$ cat config.mk
export PLATFORM = sky130hd
export DESIGN_NAME = ttt_keypad_scanner
export DESIGN_NICKNAME = d
export VERILOG_FILES = /design/src/rtl/ttt_pkg.sv /design/src/rtl/ttt_debounce_filter.sv /design/src/rtl/ttt_keypad_scanner.sv
export SDC_FILE = /design/constraint.sdc
export NUM_CORES = 1
export LEC_CHECK = 0
export CAP_MARGIN = 30
export CORE_ASPECT_RATIO = 1.25
export CORE_MARGIN = 5
export CORE_UTILIZATION = 45
export CTS_CLUSTER_SIZE = 28
export DETAILED_ROUTE_END_ITERATION = 8
export HOLD_SLACK_MARGIN = 0.08
export SYNTH_ARGS = -nofsm -noshare
export SYNTH_HDL_FRONTEND = slang
export SYNTH_SLANG_ARGS = --single-unit
$ cat constraint.sdc
create_clock -name clk -period 12.17 [get_ports clk]
set_input_delay 2.434 -clock clk [delete_from_list [all_inputs] [get_ports clk]]
set_output_delay 2.434 -clock clk [all_outputs]
set_load 0.005 [all_outputs]
$ cat src/rtl/ttt_pkg.sv
// Shared types and helpers for the tic-tac-toe keypad front end.
package ttt_pkg;
  localparam int GRID_DIM  = 3;
  localparam int NUM_CELLS = 9;

  typedef logic [3:0]           cell_idx_t;
  typedef logic [NUM_CELLS-1:0] cell_mask_t;

  typedef enum logic {RELEASED = 1'b0, PRESSED = 1'b1} press_state_e;

  function automatic logic [3:0] mask_popcount(input cell_mask_t m);
    logic [3:0] cnt;
    cnt = '0;
    for (int i = 0; i < NUM_CELLS; i++) cnt = cnt + {3'b000, m[i]};
    return cnt;
  endfunction

  function automatic cell_idx_t mask_to_idx(input cell_mask_t m);
    cell_idx_t idx;
    idx = '0;
    for (int i = 0; i < NUM_CELLS; i++) if (m[i]) idx = 4'(i);
    return idx;
  endfunction
endpackage

$ cat src/rtl/ttt_debounce_filter.sv
// Full-matrix debounce: a snapshot must repeat DEBOUNCE_SCANS times in a row
// before it becomes the stable key state.
module ttt_debounce_filter
  import ttt_pkg::*;
#(
  parameter int DEBOUNCE_SCANS = 4
) (
  input  logic       clk,
  input  logic       reset,
  input  logic       scan_done_i,
  input  cell_mask_t snap_i,
  output logic       stable_upd_o,
  output cell_mask_t stable_nxt_o
);
  localparam int CW = $clog2(DEBOUNCE_SCANS + 1);

  logic [CW-1:0] count_q, count_d;
  cell_mask_t    prev_q, prev_d;
  cell_mask_t    stable_q, stable_d;
  logic          match;

  // count_q == 0 only before the first scan, so that scan is always a mismatch
  always_comb begin
    count_d      = count_q;
    prev_d       = prev_q;
    stable_d     = stable_q;
    stable_upd_o = 1'b0;
    match        = (count_q != '0) && (snap_i == prev_q);
    if (scan_done_i) begin
      if (match) begin
        if (count_q != CW'(DEBOUNCE_SCANS)) count_d = count_q + CW'(1);
      end else begin
        count_d = CW'(1);
        prev_d  = snap_i;
      end
      if (count_d == CW'(DEBOUNCE_SCANS)) begin
        stable_d     = snap_i;
        stable_upd_o = 1'b1;
      end
    end
  end

  assign stable_nxt_o = stable_d;

  always_ff @(posedge clk or posedge reset) begin
    if (reset) begin
      count_q  <= '0;
      prev_q   <= '0;
      stable_q <= '0;
    end else begin
      count_q  <= count_d;
      prev_q   <= prev_d;
      stable_q <= stable_d;
    end
  end
endmodule

$ cat src/rtl/ttt_keypad_scanner.sv
// 3x3 keypad scanner: column sequencer, row sampling, debounce and a press FSM
// emitting one single-cycle event per clean single-key press.
module ttt_keypad_scanner
  import ttt_pkg::*;
#(
  parameter int SCAN_CYCLES    = 16,
  parameter int DEBOUNCE_SCANS = 4
) (
  input  logic                clk,
  input  logic                reset,
  input  logic [GRID_DIM-1:0] row_in,
  output logic [GRID_DIM-1:0] col_out,
  output logic                press_valid,
  output cell_idx_t           press_idx,
  output cell_mask_t          press_onehot,
  output logic                multi_key
);
  localparam int PW = $clog2(SCAN_CYCLES);

  logic [PW-1:0]       phase_q, phase_d;
  logic [GRID_DIM-1:0] col_q, col_d;
  cell_mask_t          snap_q, snap_d;
  press_state_e        state_q, state_d;
  logic                valid_q, valid_d;
  cell_idx_t           idx_q, idx_d;
  cell_mask_t          onehot_q, onehot_d;
  logic                multi_q, multi_d;
  logic                sample, scan_done, stable_upd;
  cell_mask_t          stable_nxt;

  assign sample    = (phase_q == PW'(SCAN_CYCLES - 1));
  assign scan_done = sample && col_q[GRID_DIM-1];

  always_comb begin
    phase_d = phase_q + PW'(1);
    col_d   = col_q;
    if (sample) begin
      phase_d = '0;
      col_d   = {col_q[GRID_DIM-2:0], col_q[GRID_DIM-1]};
    end
  end

  // snap_d carries the column being sampled now, so the last column is
  // visible to the debounce compare on the same edge that completes the scan
  always_comb begin
    snap_d = snap_q;
    for (int r = 0; r < GRID_DIM; r++)
      for (int c = 0; c < GRID_DIM; c++)
        if (col_q[c]) snap_d[GRID_DIM*r+c] = row_in[r];
  end

  ttt_debounce_filter #(
    .DEBOUNCE_SCANS(DEBOUNCE_SCANS)
  ) u_debounce (
    .clk         (clk),
    .reset       (reset),
    .scan_done_i (scan_done),
    .snap_i      (snap_d),
    .stable_upd_o(stable_upd),
    .stable_nxt_o(stable_nxt)
  );

  always_comb begin
    state_d  = state_q;
    valid_d  = 1'b0;
    idx_d    = '0;
    onehot_d = '0;
    multi_d  = multi_q;
    if (stable_upd) begin
      multi_d = (mask_popcount(stable_nxt) >= 4'd2);
      case (state_q)
        RELEASED: begin
          if (stable_nxt != '0) begin
            state_d = PRESSED;
            if (mask_popcount(stable_nxt) == 4'd1) begin
              valid_d  = 1'b1;
              idx_d    = mask_to_idx(stable_nxt);
              onehot_d = stable_nxt;
            end
          end
        end
        PRESSED:  if (stable_nxt == '0) state_d = RELEASED;
        default:  state_d = RELEASED;
      endcase
    end
  end

  always_ff @(posedge clk or posedge reset) begin
    if (reset) begin
      phase_q  <= '0;
      col_q    <= 3'b001;
      snap_q   <= '0;
      state_q  <= RELEASED;
      valid_q  <= 1'b0;
      idx_q    <= '0;
      onehot_q <= '0;
      multi_q  <= 1'b0;
    end else begin
      phase_q  <= phase_d;
      col_q    <= col_d;
      if (sample) snap_q <= snap_d;
      state_q  <= state_d;
      valid_q  <= valid_d;
      idx_q    <= idx_d;
      onehot_q <= onehot_d;
      multi_q  <= multi_d;
    end
  end

  assign col_out      = col_q;
  assign press_valid  = valid_q;
  assign press_idx    = idx_q;
  assign press_onehot = onehot_q;
  assign multi_key    = multi_q;
endmodule

# Word level (Yosys, flattened, before mapping)
# Index checks and enable logic that the tools add are counted.
[classes] add_sub_neg=10 magnitude_cmp=1 n_eq_ne=5 n_mux=40 bitwise=2 reduce_logical=6
[op_table] cell="$mux 9" n=6
[op_table] cell="$mux 4" n=12
[op_table] cell="$add 4x1->4" n=5
[op_table] cell="$mux 1" n=18
[op_table] cell="$eq 9x9->1" n=1
[op_table] cell="$logic_not 9->1" n=1
[op_table] cell="$mux 3" n=3
[op_table] cell="$reduce_bool 9->1" n=1
[op_table] cell="$add 3x1->4" n=1
[op_table] cell="$add 4x1->4 const B" n=1
[op_table] cell="$eq 4x1->1 const B" n=1
[op_table] cell="$eq 4x4->1 const B" n=1
[op_table] cell="$ge 4x2->1 const B" n=1
[op_table] cell="$add 2x1->3" n=1
[op_table] cell="$add 3x1->3 const B" n=1
[op_table] cell="$eq 3x3->1 const B" n=1
[op_table] cell="$ne 3x3->1 const B" n=1
[op_table] cell="$reduce_bool 3->1" n=1
[op_table] cell="$add 1x1->2" n=1
[op_table] cell="$logic_and 1x1->1" n=2
[op_table] cell="$not 1->1" n=2
[op_table] cell="$pmux 1 s2" n=1
[op_table] cell="$reduce_and 2->1" n=1
[word_totals] regBits=53 word_cells=75

# Logic depth before layout (Yosys ltp)
# Gate-level depths: netlist of the first run.
[depth] ltp_word=21 ltp_mapped=22

# Cells and area by module
# A second synthesis of the first run with hierarchy kept.
[unflattened] cells_unflattened=195 area_unflattened_um2=2536.2
[modules_own_cells] mod="ttt_keypad_scanner" n_inst=1 cells_per_inst=119 area_each_um2=1490.2
[modules_own_cells] mod="ttt_debounce_filter" n_inst=1 cells_per_inst=76 area_each_um2=1046.0

# Worst setup path before layout of the first run
# Ideal clock, no wire load.
[synth_path] kind="input-to-reg" startpoint="in row_in[2]" endpoint="reg idx_q[0] (netlist: press_idx[0])" setup_ns=0.065 arrival_ns=6.737 required_ns=12.105 setup_slack_ns=5.368 cell_stages=17 path_buffers=1 cell_sequence="mux2i_1 > xnor2_1 > nor4_4 > nand4_4 > buf_2 > o21ai_1 > fa_1 > fa_1 > inv_1 > fa_1 > fa_1 > inv_1 > fa_1 > nor2_1 > nand3_1 > nor3_2 > o211a_1"
[synth_rtl] element="from (decl)" line_no="ttt_keypad_scanner.sv:11" source="input logic [GRID_DIM-1:0] row_in,"
[synth_rtl] element="$mux 1" line_no="ttt_keypad_scanner.sv:49" source="if (col_q[c]) snap_d[GRID_DIM*r+c] = row_in[r];"
[synth_rtl] element="$eq 9x9->1 (*)" line_no="ttt_debounce_filter.sv:28" source="match = (count_q != '0) && (snap_i == prev_q);"
[synth_rtl] element="$logic_and 1x1->1 (*)" line_no="ttt_debounce_filter.sv:28"
[synth_rtl] element="$mux 3 (*)" line_no="ttt_debounce_filter.sv:30" source="if (match) begin"
[synth_rtl] element="$mux 3 (*)" line_no="ttt_debounce_filter.sv:29" source="if (scan_done_i) begin"
[synth_rtl] element="$eq 3x3->1 (*)" line_no="ttt_debounce_filter.sv:36" source="if (count_d == CW'(DEBOUNCE_SCANS)) begin"
[synth_rtl] element="$mux 9 (*)" line_no="ttt_debounce_filter.sv:36"
[synth_rtl] element="$mux 9 (*)" line_no="ttt_debounce_filter.sv:29"
[synth_rtl] element="net stable_nxt[3]" line_no="ttt_keypad_scanner.sv:29" source="cell_mask_t stable_nxt;"
[synth_rtl] element="$add 3x1->4" line_no="ttt_pkg.sv:14" source="for (int i = 0; i < NUM_CELLS; i++) cnt = cnt + {3'b000, m[i]};"
[synth_rtl] element="$add 4x1->4 (5 in a row)" line_no="ttt_pkg.sv:14"
[synth_rtl] element="$eq 4x1->1" line_no="ttt_keypad_scanner.sv:75" source="if (mask_popcount(stable_nxt) == 4'd1) begin"
[synth_rtl] element="$mux 4" line_no="ttt_keypad_scanner.sv:75"
[synth_rtl] element="$mux 4 (*)" line_no="ttt_keypad_scanner.sv:73" source="if (stable_nxt != '0) begin"
[synth_rtl] element="$mux 4 (*)" line_no="ttt_keypad_scanner.sv:71" source="case (state_q)"
[synth_rtl] element="$mux 4 (*)" line_no="ttt_keypad_scanner.sv:69" source="if (stable_upd) begin"
[synth_rtl] element="net idx_d[0]" line_no="ttt_keypad_scanner.sv:25" source="cell_idx_t idx_q, idx_d;"
[synth_rtl] element="to (signal assigned)" line_no="ttt_keypad_scanner.sv:104" source="idx_q <= idx_d;"
[synth_rtl] element="to (decl)" line_no="ttt_keypad_scanner.sv:25"
# The timed path passes the listed nets; every way through them passes the cells marked *. The select of a mux whose other input is x is not followed.
# A chain may end at the register's enable or synchronous reset.

# Worst setup path in the final report of the first run
[layout_path] startpoint="in row_in[2]" endpoint="reg onehot_q[4] (netlist: press_onehot[4])"
[layout_via] elab_chain_cells=21
[layout_lines] element="$mux 1" line_no="ttt_keypad_scanner.sv:49"
[layout_lines] element="$eq 9x9->1 (*)" line_no="ttt_debounce_filter.sv:28"
[layout_lines] element="$logic_and 1x1->1 (*)" line_no="ttt_debounce_filter.sv:28"
[layout_lines] element="$mux 3 (*)" line_no="ttt_debounce_filter.sv:30"
[layout_lines] element="$mux 3 (*)" line_no="ttt_debounce_filter.sv:29"
[layout_lines] element="$eq 3x3->1 (*)" line_no="ttt_debounce_filter.sv:36"
[layout_lines] element="$mux 9 (*)" line_no="ttt_debounce_filter.sv:36"
[layout_lines] element="$mux 9 (*)" line_no="ttt_debounce_filter.sv:29"
[layout_lines] element="net stable_nxt[1]" line_no="ttt_keypad_scanner.sv:29"
[layout_lines] element="(+2 left out)"
[layout_lines] element="$add 3x1->4" line_no="ttt_pkg.sv:14"
[layout_lines] element="$add 4x1->4 (5 in a row)" line_no="ttt_pkg.sv:14"
[layout_lines] element="$eq 4x1->1" line_no="ttt_keypad_scanner.sv:75"
[layout_lines] element="$mux 9" line_no="ttt_keypad_scanner.sv:75"
[layout_lines] element="$mux 9 (*)" line_no="ttt_keypad_scanner.sv:73"
[layout_lines] element="$mux 9 (*)" line_no="ttt_keypad_scanner.sv:71"
[layout_lines] element="$mux 9 (*)" line_no="ttt_keypad_scanner.sv:69"
[layout_lines] element="net onehot_d[4]" line_no="ttt_keypad_scanner.sv:26" source="cell_mask_t onehot_q, onehot_d;"
[layout_lines] element="to (signal assigned)" line_no="ttt_keypad_scanner.sv:105" source="onehot_q <= onehot_d;"
[layout_lines] element="to (decl)" line_no="ttt_keypad_scanner.sv:26"
# Marks and branches as above.

==> results.txt, run 1 <==
----------------------------------------------------
[Run status]
  Outcome ... complete, no violations

[Setup path]
  Worst-path maximum fanout ... 27
  Data required, critical path ... 12.41 ns
  Crit Path Class ... in -> reg
  Kind of launch point of the worst setup path ... input port
  Critical path data arrival time ... 7.99 ns
  Crit path capture type ... register

[Global route]
  Pin count of the biggest net entering global routing ... 53
  Global routing met3 resource utilization ... 2.86%
  First-pass GRT wire length ... 9230 um
  Total global routing track utilization ... 16.1%
  Global-route track usage on met2 ... 27.4%
  Via count of the first global-routing pass ... 1848
  Met1 capacity usage during global routing ... 20.8%
  Number of antenna violations at the first check in global routing ... 0
  Global route overflow ... 0
  Busiest grt layer ... met2

[Die]
  Ports ... 23
  Effective utilization at floorplan ... 45.5%
  Width of the die ... 77.9 um
  Die Area ... 7390 um2
  Number of placement rows ... 31
  Standard cell core area ... 5700 um2
  Y dimension of the die ... 94.9 um

[Yosys]
  Top flip-flop cell by instance count after synthesis ... dfrtp_1
  Synthesized instance count ... 246
  Synth Warn # ... 0
  Syn_nets ... 262
  Number of enable flip-flop cells after synthesis ... 0
  Number of storage elements in the synthesis netlist ... 52
  Part of the Yosys area used for sequential elements ... 50.2%
  Summed instance area of the synthesized netlist ... 2590 um2
  Mean instance size in the synthesized netlist ... 10.5 um2
  Number of different library cells in the post-synthesis netlist ... 45
  Async set-or-reset flop fraction in the synthesized netlist ... 100%

[Drt]
  Routed wire per std cell ... 16.0 um
  DRC marker count from the first detailed-route iteration ... 84
  DRC ... 0
  Routed WL ... 5370 um
  Post-DR vias/cell ... 5.25
  Via total after detailed routing ... 1759
  Antenna-violating nets left ... 0
  Detailed Routing Iterations Pass 1 ... 4

[Finish]
  Final-layout fill cell count ... 524
  Layout overhead on the synthesized area ... 13.7%
  Total inserted antenna cells ... 0
  Final core utilization ... 51.7%
  Nets ... 284
  Fraction of layout cells with a size suffix above 1 ... 9.67%

[Power and ir drop]
  Switching component of the power ... 64.6 uW
  Total leakage power ... 0.00138 uW
  Proportion of power drawn by the clock network ... 35.9%
  Flop pwr share ... 61.7%
  Worst voltage drop across the vdd grid ... 0.0625 mV
  Cell area power density ... 95.1 nW/um2
  Part of the power in combinational logic ... 2.4%
  Switching share of power ... 23.0%
  Internal Power ... 216 uW
  Post-layout power ... 280 uW

[Clocking]
  H-tree lvl count ... 2
  Number of gates resized after CTS ... 0
  Buffers inserted during post-CTS setup optimization ... 0
  Buffer depth of the longest clock path ... 2
  Total CTS buffers ... 5
  Clk slew on worst S/H paths ... 0.10 ns
  Clock Tree Root ... clkbuf_8
  Clock latency on the worst-skew pair ... 0.31 ns
  TritonCTS Sinks ... 52
  Number of hold buffers added after CTS ... 0
  Clock tree from TritonCTS ... done

[Timing]
  Transition time of the tightest slew-check pin ... 0.659 ns
  Maximum clock frequency ... 129 MHz
  Final period demand of the worst path ... 7.76 ns
  Accumulated negative setup slack ... 0 ns
  Final number of hold-violating endpoints ... 0
  Max-slew violation total from the final report ... 0
  WHS ... 0.487 ns
  Setup-failing EPs final ... 0
  Worst setup margin ... 4.41 ns
  Slew headroom ... 56.1%
  Fin crit share ... 63.7%
  Unrepaired setup endpoints after global routing ... no
  Clk_skew ... 0.0119 ns

[Worst hold path]
  Class of the tightest hold or removal check ... reg -> reg

[Placement]
  Global placer's final weighted congestion ... 0.791
  Detail Placement HPWL ... 3780 um
  Port-buffer cells ... 22
  Pre-CTS setup slack ... 4.09 ns

[Job]
  Max_cap viols ... 0

----------------------------------------------------
==> layer usage <==
| metal | part of all wire [%] | vias to the layer above | wire length (um) |
|---|---|---|---|
| met5 | 0 | - | 0 |
| met4 | 2.0 | 0 | 109 |
| met3 | 2.8 | 9 | 153 |
| met2 | 50 | 22 | 2690 |
| met1 | 45 | 855 | 2420 |
| li1 | - | 873 | - |
==> Yosys cell counts (2+ instances only) <==
cell | n | area [um2]
a21o_1 | 2 | 15.0
a21oi_1 | 9 | 45.0
a31oi_1 | 2 | 12.5
and2_1 | 2 | 12.5
and3_1 | 3 | 18.8
buf_2 | 2 | 10.0
buf_6 | 2 | 22.5
clkbuf_1 | 5 | 18.8
dfrtp_1 | 51 | 1280
fa_1 | 5 | 100
ha_1 | 6 | 75.1
inv_1 | 12 | 45.0
mux2_2 | 3 | 33.8
mux2i_1 | 4 | 40.0
mux2i_2 | 3 | 41.3
mux2i_4 | 2 | 45.0
nand2_1 | 38 | 143
nand2b_1 | 2 | 12.5
nand3_1 | 5 | 25.0
nand3_2 | 2 | 20.0
nand3b_1 | 2 | 15.0
nand4_1 | 3 | 18.8
nor2_1 | 19 | 71.3
nor3_1 | 3 | 15.0
o21a_1 | 5 | 37.5
o21ai_0 | 19 | 95.1
o21ai_1 | 9 | 45.0
xnor2_1 | 9 | 78.8
==> through the flow <==
stage	cells	area, um2
after floorplan	246	2590
after global placement	327	2860
after detailed placement	327	2860
after CTS	335	2950
after global routing	335	2950
final	335	2950
==> registers in the layout (all words and copies together) (netlist names) <==
signal               count
press_valid              1
phase_q                  4
u_debounce.prev_q        9
u_debounce.stable_q      9
u_debounce.count_q       3
col_out                  3
multi_key                1
state_q                  1
snap_q                   9
press_idx                4
press_onehot             8
==> cells in the final DEF, fill, tap and decap left out, types with 6 or more instances in the layout <==
cell	Yosys	routed
dfrtp_1	51	51
nand2_1	38	38
clkdlybuf4s50_1	0	22
o21ai_0	19	19
nor2_1	19	19
inv_1	12	11
xnor2_1	9	9
o21ai_1	9	9
a21oi_1	9	9
ha_1	6	6
==> power groups by stage <==
| stage | combinational (uW) | sequential (uW) | clock, uW |
|---|---|---|---|
| detailed placement | 7.12 | 176 | 0 |
| global placement | 7.17 | 176 | 0 |
| floorplan | 3.42 | 176 | 0 |
| global route | 8.03 | 173 | 110 |
| CTS | 7.14 | 173 | 103 |
| finish | 6.86 | 173 | 101 |
==> layout make-up <==
type / instances / area (um2) / share of cell area [%]
clock buffers: 6 / 72.6 / 2.46
clock inverters: 2 / 16.3 / 0.552
inverters: 12 / 45.0 / 1.53
multi-input cells: 172 / 1190 / 40.3
flip-flops and latches: 52 / 1300 / 44.2
well taps: 66 / 82.6 / 2.80
repair buffers: 25 / 243 / 8.23
==> worst max-delay path, cell delays in order <==
cell,delay [ns]
clkdlybuf4s50_1,0.52
mux2i_1,0.54
xnor2_1,0.20
nor4_4,0.40
nand4_4,0.37
nand2_1,0.21
o21ai_1,0.13
fa_1,0.53
fa_1,0.51
inv_1,0.05
fa_1,0.44
fa_1,0.41
inv_1,0.08
fa_1,0.18
nand3b_1,0.08
o22a_1,0.17
nor2_1,0.17
and3_1,0.20
nand3_2,0.18
nor2_1,0.18
==> cell families (layout without fill, tap and decap cells) <==
| kind of cell | after synthesis | count (layout) | share of synthesized area (%) |
|---|---|---|---|
| AO/OA/AOI/OAI | 52 | 52 | 12.4 |
| multiplexers | 13 | 13 | 6.61 |
| buffers and inverters | 22 | 45 | 4.00 |
| AND/OR/NAND/NOR | 86 | 86 | 16.6 |
| adder cells (fa/ha/maj) | 11 | 11 | 6.75 |
| XOR/XNOR | 10 | 10 | 3.38 |
| flip-flops | 52 | 52 | 50.2 |
==> final timing paths <==
kind / cells past startpoint / from / slack [ns] / end
worst max-delay path: 20 / row_in[2] / 4.41 / press_onehot[4]
worst min-delay path: 1 / u_debounce.stable_q[2] / 0.49 / u_debounce.stable_q[2]
worst max register to register: 19 / col_out[1] / 6.34 / press_onehot[4]
worst min register to register: 1 / u_debounce.stable_q[2] / 0.49 / u_debounce.stable_q[2]
max in group asynchronous: 3 / reset / 9.11 / u_debounce.stable_q[3]
min in group asynchronous: 3 / reset / 2.62 / snap_q[3]
Note: power is estimated with default switching activity, not from simulation.
==> inputs of run 2 (changes only) <==
Settings changed: PLACE_DENSITY set to 0.67.
Clock period 12.17 ns to 6.9 ns, I/O delays scaled along.
==> run 2 against run 1 <==
Effect of this change:
- die area is the same
- critical path depth down 2
- combinational power increased by 92%
- clock power up 79%
- worst setup slack got worse by 3.6 ns
- sequential power increased by 76%
- first-iteration DRC count shrank 3.6%
- core utilization is 1.4 points higher
- non-clock buffer count rose by 9
- cell count grew 2.7%
- register-to-register slack lost 4.9 ns
==> results.txt, run 2 (synthesized netlist as in run 1, its figures left out) <==
----------------------------------------------------
[Run status]
  Outcome ... complete, no violations

[Finish]
  Fraction of layout cells with a size suffix above 1 ... 12.2%
  Most frequent cells in the layout ... dfrtp_1, nand2_1, clkdlybuf4s50_1, o21ai_0, nor2_1
  Nets ... 293
  Total inserted antenna cells ... 0
  Count of non-filler cells in the finished layout ... 344
  Most frequent standard cell in the layout excluding fill and tap cells ... dfrtp_1
  Regs by FF count ... snap_q: 9 flops, u_debounce.prev_q: 9 flops, u_debounce.stable_q: 9 flops
  Layout overhead on the synthesized area ... 16.8%

[Setup path]
  Worst-path maximum fanout ... 9
  Endpoint of the worst-slack reg-to-reg timing path ... press_onehot[3]
  Critical path data arrival time ... 6.35 ns
  Logic depth of the worst register-to-register path ... 19
  Data required, critical path ... 7.13 ns
  Crit path capture type ... register
  Kind of launch point of the worst setup path ... input port
  Reg2Reg Launch Point ... u_debounce.count_q[0]
  Reg2reg setup slack ... 1.46 ns
  Crit Path Class ... in -> reg

[Timing]
  Clk_skew ... 0.00783 ns
  Slew headroom ... 56.5%
  Max-slew violation total from the final report ... 0
  Transition time of the tightest slew-check pin ... 0.651 ns
  Final period demand of the worst path ... 6.12 ns
  Final number of hold-violating endpoints ... 0
  Accumulated negative setup slack ... 0 ns
  WHS ... 0.490 ns
  Fin crit share ... 88.7%
  Maximum clock frequency ... 163 MHz
  Unrepaired setup endpoints after global routing ... no
  Setup-failing EPs final ... 0

[Clocking]
  Buffers inserted during post-CTS setup optimization ... 0
  Total CTS buffers ... 5
  Number of hold buffers added after CTS ... 0
  TritonCTS Sinks ... 52
  Clk slew on worst S/H paths ... 0.08 ns
  H-tree lvl count ... 2
  Clock Tree Root ... clkbuf_8
  Buffer depth of the longest clock path ... 2
  Number of gates resized after CTS ... 0
  Clock tree from TritonCTS ... done
  Clock latency on the worst-skew pair ... 0.31 ns

[Power and ir drop]
  Cell area power density ... 165 nW/um2
  Total leakage power ... 0.00144 uW
  Worst voltage drop across the vdd grid ... 0.0855 mV
  Post-layout power ... 499 uW

[Drt]
  DRC marker count from the first detailed-route iteration ... 81
  Via total after detailed routing ... 1848
  Post-DR vias/cell ... 5.37
  Routed WL ... 5460 um
  Antenna-violating nets left ... 0
  Routed wire per std cell ... 15.9 um
  Detailed Routing Iterations Pass 1 ... 4
  DRC ... 0

[Die]
  Standard cell core area ... 5700 um2
  Width of the die ... 77.9 um
  Ports ... 23
  Number of placement rows ... 31
  Effective utilization at floorplan ... 45.5%
  Die Area ... 7390 um2
  Y dimension of the die ... 94.9 um

[Global route]
  Number of antenna violations at the first check in global routing ... 0
  First-pass GRT wire length ... 9340 um
  Global route overflow ... 0
  Via count of the first global-routing pass ... 1905
  Busiest grt layer ... met2
  Total global routing track utilization ... 16.2%
  Pin count of the biggest net entering global routing ... 38
  Global routing met3 resource utilization ... 2.67%
  Met1 capacity usage during global routing ... 20.3%
  Global-route track usage on met2 ... 26.9%

[Worst hold path]
  Hold path depth ... 1
  End of the worst hold path ... u_debounce.stable_q[2]
  Class of the tightest hold or removal check ... reg -> reg
  Beginning of the worst hold path ... u_debounce.stable_q[2]

[Placement]
  Global placer's final weighted congestion ... 0.788
  Detail Placement HPWL ... 4010 um
  Port-buffer cells ... 22
  DP Cell Count ... 336

[Job]
  Max_cap viols ... 0

----------------------------------------------------
## run 2: cell count changes in the layout (fill, tap and decap cells not counted)
cell        change
clkbuf_1        +1
buf_12          +1
clkinv_4        -1
buf_4           +8
clkbuf_8        +1
clkinvlp_4      -1
## run 2: layout make-up
class | instances | area [um2]
Inverter | 12 | 45.0
Multi-Input combinational cell | 172 | 1190
Fill cell | 537 | 2670
Clock buffer | 8 | 90.1
Tap cell | 66 | 82.6
Sequential cell | 52 | 1300
Timing Repair Buffer | 34 | 323
## run 2: layer usage
metal	up-vias	wire, um
met5	-	0
met4	0	172
met3	12	149
met2	30	2740
met1	912	2400
li1	894	-
## run 2: where the power goes
part           internal [uW]  switching, uW
clock                   82.1           98.5
combinational           4.36           8.88
sequential               305          0.132
total                    391            108
## run 2: worst max-delay path: stages
cell             delay, ns
clkdlybuf4s50_1       0.59
mux2i_4               0.11
xnor2_1               0.18
a2111oi_4             0.45
nand4_4               0.21
nand2_1               0.15
o21ai_1               0.11
fa_1                  0.51
fa_1                  0.51
inv_1                 0.05
fa_1                  0.47
fa_1                  0.41
inv_1                 0.08
fa_1                  0.41
nor2_1                0.18
and3_1                0.20
nand3_2               0.21
nor2_1                0.16
## run 2: worst max-delay path by stage
stage / start / endpoint / cells past startpoint
5_1_grt: row_in[2] / press_onehot[3] / 20
2_1_floorplan: row_in[2] / press_idx[0] / 17
6_report: row_in[1] / press_onehot[3] / 18
3_3_place_gp: row_in[1] / press_onehot[3] / 18
3_5_place_dp: row_in[1] / press_onehot[0] / 18
4_1_cts: row_in[1] / press_onehot[0] / 18
## run 2: per-stage QoR
stage | util (%) | area [um2] | worst slack [ns]
after global routing | 53.1 | 3030 | 0.475
after global placement | 51.2 | 2920 | 0.588
after detailed placement | 51.6 | 2940 | 0.471
after CTS | 53.1 | 3030 | 0.780
after floorplan | - | 2590 | 1.15
final | 53.1 | 3030 | 0.781
==> inputs of run 3 (changes only) <==
Settings changed: SLEW_MARGIN set to 20.
==> run 3 against run 2 <==
Effect of this change:
- via count rose by 1.8%
- die area unchanged
- final area up 1.2%
- critical endpoint is now press_onehot[1]
- largest cell class unchanged
- largest power group unchanged
==> results.txt, run 3 (synthesized netlist as in run 1, its figures left out) <==
----------------------------------------------------
[Clocking]
  Clock latency on the worst-skew pair ... 0.30 ns
  Buffer depth of the longest clock path ... 2
  TritonCTS Sinks ... 52
  Buffers inserted during post-CTS setup optimization ... 0
  Clock tree from TritonCTS ... done
  Number of hold buffers added after CTS ... 0
  H-tree lvl count ... 2
  Clock Tree Root ... clkbuf_8
  Total CTS buffers ... 5
  Number of gates resized after CTS ... 0
  Clk slew on worst S/H paths ... 0.08 ns

[Setup path]
  Worst-path maximum fanout ... 9
  Crit path capture type ... register
  Cell occurring most often along the worst timing path ... fa_1
  Worst path top cell family by delay ... adder cells
  Kind of launch point of the worst setup path ... input port
  Ordered cell list for the critical path ... clkdlybuf4s50_1 -> mux2i_1 -> xnor2_1 -> nor4_4 -> nand4_4 -> nand2_1 -> o21ai_1 -> fa_1 -> fa_1 -> inv_1 -> fa_1 -> fa_1 -> inv_1 -> fa_1 -> nor2_1 -> and3_1 -> nand3_2 -> nor2_1
  Critical Path Slowest Stage Cell ... clkdlybuf4s50_1
  Data required, critical path ... 7.12 ns
  Critical path data arrival time ... 6.30 ns
  Crit Path Class ... in -> reg
  Stage delay of the slowest cell on the critical path ... 0.61 ns
  Bufs and invs on worst path ... 3

[Timing]
  Final period demand of the worst path ... 6.08 ns
  Max-slew violation total from the final report ... 0
  Clk_skew ... 0.00948 ns
  Unrepaired setup endpoints after global routing ... no
  Maximum clock frequency ... 164 MHz
  Slew headroom ... 55.4%
  Fin crit share ... 88.1%
  Setup-failing EPs final ... 0
  Accumulated negative setup slack ... 0 ns
  Transition time of the tightest slew-check pin ... 0.667 ns
  Final number of hold-violating endpoints ... 0

[Finish]
  Most frequent standard cell in the layout excluding fill and tap cells ... dfrtp_1
  Most frequent cells in the layout ... dfrtp_1, nand2_1, clkdlybuf4s50_1, o21ai_0, nor2_1
  Nets ... 294
  Fraction of layout cells with a size suffix above 1 ... 12.5%
  Layout overhead on the synthesized area ... 18.2%
  Count of non-filler cells in the finished layout ... 345
  Regs by FF count ... snap_q: 9 flops, u_debounce.prev_q: 9 flops, u_debounce.stable_q: 9 flops
  Total inserted antenna cells ... 0
  Final-layout fill cell count ... 523

[Drt]
  Routed WL ... 5360 um
  Post-DR vias/cell ... 5.45
  DRC ... 0
  Antenna-violating nets left ... 0
  DRC marker count from the first detailed-route iteration ... 133
  Detailed Routing Iterations Pass 1 ... 5
  Via total after detailed routing ... 1881
  Routed wire per std cell ... 15.5 um

[Die]
  Number of placement rows ... 31
  Effective utilization at floorplan ... 45.5%
  Y dimension of the die ... 94.9 um
  Width of the die ... 77.9 um
  Standard cell core area ... 5700 um2
  Die Area ... 7390 um2
  Ports ... 23

[Global route]
  Total global routing track utilization ... 15.8%
  Global route overflow ... 0
  Number of antenna violations at the first check in global routing ... 0
  First-pass GRT wire length ... 9230 um
  Pin count of the biggest net entering global routing ... 21
  Via count of the first global-routing pass ... 1881

[Power and ir drop]
  Cell area power density ... 162 nW/um2
  Total leakage power ... 0.00145 uW
  Worst voltage drop across the vdd grid ... 0.0858 mV

[Placement]
  Detail Placement HPWL ... 4110 um
  Global placer's final weighted congestion ... 0.788
  DP Cell Count ... 337
  Port-buffer cells ... 22

[Job]
  Max_cap viols ... 0

[Worst hold path]
  Class of the tightest hold or removal check ... reg -> reg

[Run status]
  Outcome ... complete, no violations

----------------------------------------------------
[run 3: path summary, 6_finish.rpt]
check	from	to	slack (ns)	cells after the start
worst max-delay path	row_in[2]	press_onehot[1]	0.82	18
worst min-delay path	u_debounce.stable_q[7]	u_debounce.stable_q[7]	0.48	2
worst max register to register	u_debounce.count_q[0]	press_onehot[1]	1.56	19
worst min register to register	u_debounce.stable_q[7]	u_debounce.stable_q[7]	0.48	2
max in group asynchronous	reset	press_onehot[0]	4.92	4
min in group asynchronous	reset	snap_q[5]	1.38	2
[run 3: metrics by stage]
step	util (%)	instance area, um2	setup slack, ns	power (uW)	hold WS [ns]
2_1_floorplan	-	2590	1.15	317	0.450
3_3_place_gp	51.2	2920	0.588	323	0.458
3_5_place_dp	52.2	2980	0.472	327	0.467
4_1_cts	53.8	3070	0.801	505	0.486
5_1_grt	53.8	3070	0.493	517	0.511
6_report	53.8	3070	0.820	497	0.484
[run 3: worst min-delay path, cell delays in order, from the launching register on]
cell	delay [ns]
dfrtp_1	0.33
nand2_1	0.06
o21ai_1	0.06
[run 3: area by class of cell]
| class | count | area [um2] | area share, % |
|---|---|---|---|
| Tap cell | 66 | 82.6 | 2.69 |
| Multi-Input combinational cell | 172 | 1190 | 38.7 |
| Clock buffer | 8 | 90.1 | 2.94 |
| Timing Repair Buffer | 35 | 358 | 11.7 |
| Sequential cell | 52 | 1300 | 42.5 |
| Inverter | 12 | 45.0 | 1.47 |
[run 3: layer usage]
metal  routed length, um  global-route usage (%)  share of wire (%)
met2                2730                    27.2                 51
met4                 152                    6.90                2.8
met3                 173                    2.10                3.2
met5                   0                       0                  0
met1                2310                    19.8                 43
[run 3: report_power, final]
group	switching [uW]	internal, uW
clock	93.9	82.0
combinational	9.38	6.39
sequential	0.128	305
total	103	393
